<file path="config.mk">
export PLATFORM = sky130hd
export DESIGN_NAME = spi_adc_scanner
export DESIGN_NICKNAME = d
export VERILOG_FILES = /design/src/rtl/spi_adc_scanner.sv
export SDC_FILE = /design/constraint.sdc
export NUM_CORES = 1
export LEC_CHECK = 0
export CORE_UTILIZATION = 50
export DETAILED_ROUTE_END_ITERATION = 10
export GPL_TIMING_DRIVEN = 0
export PLACE_DENSITY = 0.8
export REMOVE_ABC_BUFFERS = 1
export SETUP_SLACK_MARGIN = 0.15
export SLEW_MARGIN = 40
export SYNTH_ARGS = -nofsm -noshare
export SYNTH_HDL_FRONTEND = slang
export SYNTH_SLANG_ARGS = --single-unit
</file>
<file path="constraint.sdc">
create_clock -name clk -period 4.11 [get_ports clk]
set_input_delay 1.0275 -clock clk [delete_from_list [all_inputs] [get_ports clk]]
set_output_delay 1.0275 -clock clk [all_outputs]
set_load 0.03 [all_outputs]
</file>
<file path="src/rtl/spi_adc_scanner.sv">
// rtl/spi_adc_scanner.sv - round-robin SPI ADC channel scanner, optional 4-frame averaging via SPI_ADC_SCANNER_AVG_EN
module spi_adc_scanner #(
    parameter int DATA_W  = 12,
    parameter int NUM_CH  = 4,
    parameter int CH_W    = 2,
    parameter int CLK_DIV = 4
) (
    input  logic              clk,
    input  logic              reset,
    input  logic              enable,
    input  logic              miso,
    output logic              mosi,
    output logic              sck,
    output logic              cs_n,
    output logic [DATA_W-1:0] sample_data,
    output logic [CH_W-1:0]   sample_ch,
    output logic              sample_valid,
    output logic              scan_done,
    output logic              busy
);

    // start + single-ended + channel + null + result bits
    localparam int FRAME_BITS = 3 + CH_W + DATA_W;
    localparam int CNT_W      = $clog2(CLK_DIV);
    localparam int BIT_W      = $clog2(FRAME_BITS);

    localparam logic [CNT_W-1:0] CNT_LAST = CNT_W'(CLK_DIV - 1);
    localparam logic [BIT_W-1:0] BIT_LAST = BIT_W'(FRAME_BITS - 1);
    localparam logic [CH_W-1:0]  CH_LAST  = CH_W'(NUM_CH - 1);

    typedef enum logic [2:0] {
        IDLE     = 3'd0,
        CS_SETUP = 3'd1,
        SHIFT    = 3'd2,
        CS_HOLD  = 3'd3,
        GAP      = 3'd4,
        DONE     = 3'd5
    } state_t;

    state_t                  state_q, state_d;
    logic [CNT_W-1:0]        cnt_q, cnt_d;
    logic [BIT_W-1:0]        bit_q, bit_d;
    logic [CH_W-1:0]         ch_q, ch_d;
    logic                    sck_q, sck_d;
    logic [FRAME_BITS-1:0]   tx_q, tx_d;
    logic [DATA_W-1:0]       rx_q, rx_d;
    logic [DATA_W-1:0]       sample_data_q, sample_data_d;
    logic [CH_W-1:0]         sample_ch_q, sample_ch_d;
    logic                    sample_valid_q, sample_valid_d;

    logic                    cnt_end;
    logic                    frame_done;
    logic                    advance;
    logic [FRAME_BITS-1:0]   cmd_word;

    // Command shifted out MSB first; the trailing result slots are driven low
    assign cmd_word = {2'b11, ch_q, 1'b0, {DATA_W{1'b0}}};
    assign cnt_end  = (cnt_q == CNT_LAST);

`ifdef SPI_ADC_SCANNER_AVG_EN
    logic [DATA_W+1:0] acc_q, acc_d;
    logic [1:0]        avg_q, avg_d;
    logic [DATA_W+1:0] acc_sum;

    assign acc_sum = acc_q + {2'b00, rx_q};
    // A channel is finished only once its fourth frame has been folded in
    assign advance = (avg_q == 2'd0);

    // Accumulator and per-channel frame counter
    always_ff @(posedge clk or posedge reset) begin
        if (reset) begin
            acc_q <= '0;
            avg_q <= 2'd0;
        end else begin
            acc_q <= acc_d;
            avg_q <= avg_d;
        end
    end
`else
    assign advance = 1'b1;
`endif

    // State, timing counters, shift registers and sample outputs
    always_ff @(posedge clk or posedge reset) begin
        if (reset) begin
            state_q        <= IDLE;
            cnt_q          <= '0;
            bit_q          <= '0;
            ch_q           <= '0;
            sck_q          <= 1'b0;
            tx_q           <= '0;
            rx_q           <= '0;
            sample_data_q  <= '0;
            sample_ch_q    <= '0;
            sample_valid_q <= 1'b0;
        end else begin
            state_q        <= state_d;
            cnt_q          <= cnt_d;
            bit_q          <= bit_d;
            ch_q           <= ch_d;
            sck_q          <= sck_d;
            tx_q           <= tx_d;
            rx_q           <= rx_d;
            sample_data_q  <= sample_data_d;
            sample_ch_q    <= sample_ch_d;
            sample_valid_q <= sample_valid_d;
        end
    end

    // Next-state logic, SCK generation and sample capture
    always_comb begin
        state_d        = state_q;
        cnt_d          = cnt_q;
        bit_d          = bit_q;
        ch_d           = ch_q;
        sck_d          = 1'b0;
        tx_d           = tx_q;
        rx_d           = rx_q;
        sample_data_d  = sample_data_q;
        sample_ch_d    = sample_ch_q;
        sample_valid_d = 1'b0;
        frame_done     = 1'b0;
`ifdef SPI_ADC_SCANNER_AVG_EN
        acc_d          = acc_q;
        avg_d          = avg_q;
`endif

        case (state_q)
            IDLE: begin
                cnt_d = '0;
                bit_d = '0;
                if (enable) begin
                    state_d = CS_SETUP;
                end
            end

            CS_SETUP: begin
                // Keep the command preloaded so MOSI is valid as SHIFT opens
                tx_d = cmd_word;
                if (cnt_end) begin
                    cnt_d   = '0;
                    state_d = SHIFT;
                end else begin
                    cnt_d = cnt_q + 1'b1;
                end
            end

            SHIFT: begin
                sck_d = sck_q;
                if (cnt_end) begin
                    cnt_d = '0;
                    sck_d = ~sck_q;
                    if (!sck_q) begin
                        // Rising SCK: capture MISO; only the last DATA_W bits survive
                        rx_d = {rx_q[DATA_W-2:0], miso};
                    end else begin
                        // Falling SCK: present the next command bit
                        tx_d = {tx_q[FRAME_BITS-2:0], 1'b0};
                        if (bit_q == BIT_LAST) begin
                            bit_d      = '0;
                            state_d    = CS_HOLD;
                            frame_done = 1'b1;
                        end else begin
                            bit_d = bit_q + 1'b1;
                        end
                    end
                end else begin
                    cnt_d = cnt_q + 1'b1;
                end
            end

            CS_HOLD: begin
                if (cnt_end) begin
                    cnt_d   = '0;
                    state_d = GAP;
                end else begin
                    cnt_d = cnt_q + 1'b1;
                end
            end

            GAP: begin
                if (cnt_end) begin
                    cnt_d = '0;
                    if (!advance) begin
                        state_d = CS_SETUP;
                    end else if (ch_q == CH_LAST) begin
                        ch_d    = '0;
                        state_d = DONE;
                    end else begin
                        ch_d    = ch_q + 1'b1;
                        state_d = CS_SETUP;
                    end
                end else begin
                    cnt_d = cnt_q + 1'b1;
                end
            end

            DONE: begin
                state_d = enable ? CS_SETUP : IDLE;
            end

            default: begin
                state_d = IDLE;
            end
        endcase

        if (frame_done) begin
`ifdef SPI_ADC_SCANNER_AVG_EN
            if (avg_q == 2'd3) begin
                sample_data_d  = acc_sum[DATA_W+1:2];
                sample_ch_d    = ch_q;
                sample_valid_d = 1'b1;
                acc_d          = '0;
                avg_d          = 2'd0;
            end else begin
                acc_d = acc_sum;
                avg_d = avg_q + 2'd1;
            end
`else
            sample_data_d  = rx_q;
            sample_ch_d    = ch_q;
            sample_valid_d = 1'b1;
`endif
        end
    end

    assign cs_n         = !((state_q == CS_SETUP) || (state_q == SHIFT) || (state_q == CS_HOLD));
    assign sck          = sck_q;
    assign mosi         = (state_q == SHIFT) && tx_q[FRAME_BITS-1];
    assign sample_data  = sample_data_q;
    assign sample_ch    = sample_ch_q;
    assign sample_valid = sample_valid_q;
    assign scan_done    = (state_q == DONE);
    assign busy         = (state_q != IDLE);

endmodule

</file>
==> flow_summary_export.csv <==
group,metric,value,unit
yosys,synth_cell_types,43,
yosys,synth_area,2023,µm²
run_status,status,"complete, no violations",
power_and_ir_drop,power_leakage,0.001078,µW
power_and_ir_drop,switchingPower,157.4,µW
final_layout,fin_cells,232,
power_and_ir_drop,p_per_area,333.1,nW/µm²
sta,skew,0.006184,ns
drt,drt_wl_total,3378,µm
drt,drt-vias-per-instance,5.603,
sta,drv_slew,0,
worst_setup_path,rrSetupSlack,1.90,ns
global_routing,grt_use_total,18.58,%
final_layout,drive_gt1_share,14.13,%
clocking,postCtsSetupBuffers,0,
floorplan,io_pins,24,
worst_setup_path,critical_path.max_fanout,19,
worst_setup_path,timing.rr.start,"cnt_q[0]",
place,hpwl,2255,µm
place,place_ws,1.127,ns
run,maxCapViolations,0,
sta,timing.final.ws_setup,0.8032,ns
worst_setup_path,start_kind,"register",
place,place_area,2270,µm²
drt,drtIter0Drc,47,
clocking,htreeDepth,2,
worst_setup_path,r2r-end,"rx_q[2]",
worst_hold_path,holdPathStages,1,
clocking,numCtsBuffers,5,
worst_setup_path,critPathArrivalTime,2.28,ns
global_routing,antenna_found_initial,0,
clocking,clockBufferDepth,2,
clocking,cts.repair.resized,0,
global_routing,grt_pass1_wl,5940,µm
yosys,yosysTopAreaCellShare,54.42,%
power_and_ir_drop,internal_power,639.0,µW
drt,ant_nets,0,
final_layout,multi_input_area,842.1,µm²
floorplan,die_area,4305,µm²
power_and_ir_drop,p_sw_share,19.76,%
place,gp_congestion,0.7205,
place,port_buffers,23,
power_and_ir_drop,pwr-share-comb,1.8,%
power_and_ir_drop,irDropWorstVdd,0.3078,mV
sta,tns,0,ns
final_layout,final_cell_mix,"44 x dfrtp_1, 23 x clkdlybuf4s50_1, 19 x mux2_1",
final_layout,nets,191,
clocking,cts_root_buf,"clkbuf_8",
floorplan,initial_core_util,53.65,%
sta,worstMarginPinSlew,0.6097,ns
yosys,synthFlopType,"dfrtp_1",
drt,drt-pass1-iter-count,4,
clocking,cts_tree,"built",
power_and_ir_drop,p_total,796.3,µW
power_and_ir_drop,clock_power_share,43.3,%
final_layout,diodes,0,
sta,hold_viol,0,
floorplan,dieWidth,65.61,µm
yosys,yosysSeqAreaShare,54.42,%
global_routing,grt_overflow,0,
clocking,clk_latency,0.29,ns
floorplan,rows,22,
drt,vias,1300,
sta,max_freq,302.4,MHz
worst_setup_path,rr_worst_depth,4,
global_routing,grt_max_degree,45,
sta,layout_worst_path_cycle_share,80.46,%
worst_hold_path,holdCritStartpoint,"rx_q[11]",
final_layout,layout_commonest_cell,"dfrtp_1",
worst_setup_path,cp_data_required_time,3.08,ns
drt,drc,0,
final_layout,regArea,1101,µm²
worst_setup_path,endpoint_kind,"output pin",
sta,period_needed,3.307,ns
worst_hold_path,hold_end,"rx_q[11]",
final_layout,final_area,2391,µm²
yosys,synthCells,162,
sta,rsz0062_at_grt,"no",
sta,slew_headroom,59.17,%
drt,wl_per_cell,14.56,µm
clocking,clkTransAtPathRegs,0.08,ns
yosys,postSynthAreaPerCell,12.49,µm²
final_layout,area_delta_synth_final,18.18,%
yosys,yosysWarnings,0,
final_layout,fillCellCount,259,
power_and_ir_drop,seq_power_share,54.9,%
sta,finalSetupViolCount,0,
place,placedCellCount,224,
yosys,synth_seq_cells,44,
yosys,synthArstFlopShare,100.0,%
worst_hold_path,min_path_type,"reg2reg",
yosys,synth_edf_count,0,
yosys,synthTopCellsByArea,"dfrtp_1 54%, mux2_1 11%, mux2_2 6.7%, ha_1 2.5%, o21ai_0 2.2%",
floorplan,die_h,65.61,µm
global_routing,grt_pass1_vias,1301,
floorplan,core-area,3771,µm²
yosys,synth_top_area_cell,"dfrtp_1",
clocking,hold_buffers,0,
clocking,cts.sinks,44,
worst_setup_path,critPathKind,"reg2out",
logic make-up (layout without fill, tap and decap cells):
logic type,count (synthesis),count (layout),share of synthesized area [%]
adder cells (fa/ha/maj),4,4,2.474
AND/OR/NAND/NOR,36,36,12.12
multiplexers,32,32,17.75
XOR/XNOR,2,2,0.8660
AO/OA/AOI/OAI,26,26,8.287
buffers and inverters,18,40,4.081
flip-flops,44,44,54.42
through the flow:
| stage | hold WS (ns) | utilization, % |
|---|---|---|
| detailed placement | 0.4768 | 60.19 |
| floorplan | 0.4516 | - |
| finish | 0.4897 | 63.40 |
| global route | 0.5085 | 63.40 |
| global placement | 0.4621 | 60.05 |
| CTS | 0.4959 | 63.40 |
worst max path at each step:
stage,from,to,slack [ns],cells after the start
floorplan,state_q[2],scan_done,1.63,2
global placement,state_q[1],mosi,1.16,3
detailed placement,state_q[1],mosi,1.13,3
CTS,state_q[1],mosi,0.80,3
global route,state_q[1],mosi,0.64,3
finish,state_q[1],mosi,0.80,3
worst max-delay path, cell delays in order (launching register included):
cell	delay, ns
dfrtp_1	0.66
nor3b_2	0.47
and2_1	0.19
clkdlybuf4s50_1	0.67
cell type report:
class                      instances  area share [%]
sequential                        44           46.05
clock buffer                       6           3.454
tap                               48           2.512
inverter                           9           1.518
multi-input combinational        100           35.22
clock inverter                     2           1.622
timing repair buffer              23           9.628
state kept, by name, summed over array words and instances (netlist names):
signal	count
rx_q	12
sample_data	12
bit_q	5
tx_q	4
state_q	3
ch_q	2
cnt_q	2
sample_ch	2
sample_valid	1
sck	1
synthesized netlist by cell type, types with 2 or more instances:
master    count
nand3_1       5
nand2b_1      4
o21ai_0       9
dfrtp_1      44
and2_1        2
buf_2         3
nand2_1       4
o22ai_1       2
ha_1          4
xor2_1        2
o22a_1        2
nor4b_1       2
mux2_2       12
nor2_1        4
mux2_1       19
clkbuf_1      4
o21ai_1       2
a211oi_1      3
a21oi_1       2
o31ai_1       2
inv_1         9
metal layers:
| metal | share of wire [%] | vias to the layer above | track usage [%] |
|---|---|---|---|
| met2 | 48 | 32 | 29.38 |
| met5 | 0 | - | 0 |
| met3 | 3.2 | 6 | 5.208 |
| li1 | - | 619 | - |
| met1 | 47 | 643 | 23.51 |
| met4 | 1.6 | 0 | 8.696 |
power groups by stage:
stage	clock network (µW)	registers, µW	logic [µW]
after detailed placement	0	446	15.1
final	345	437	14.2
after global routing	370	438	16.8
after floorplan	0	445	9.03
after CTS	355	437	15.1
after global placement	0	446	13.8
(Power assumes the default switching activity.)
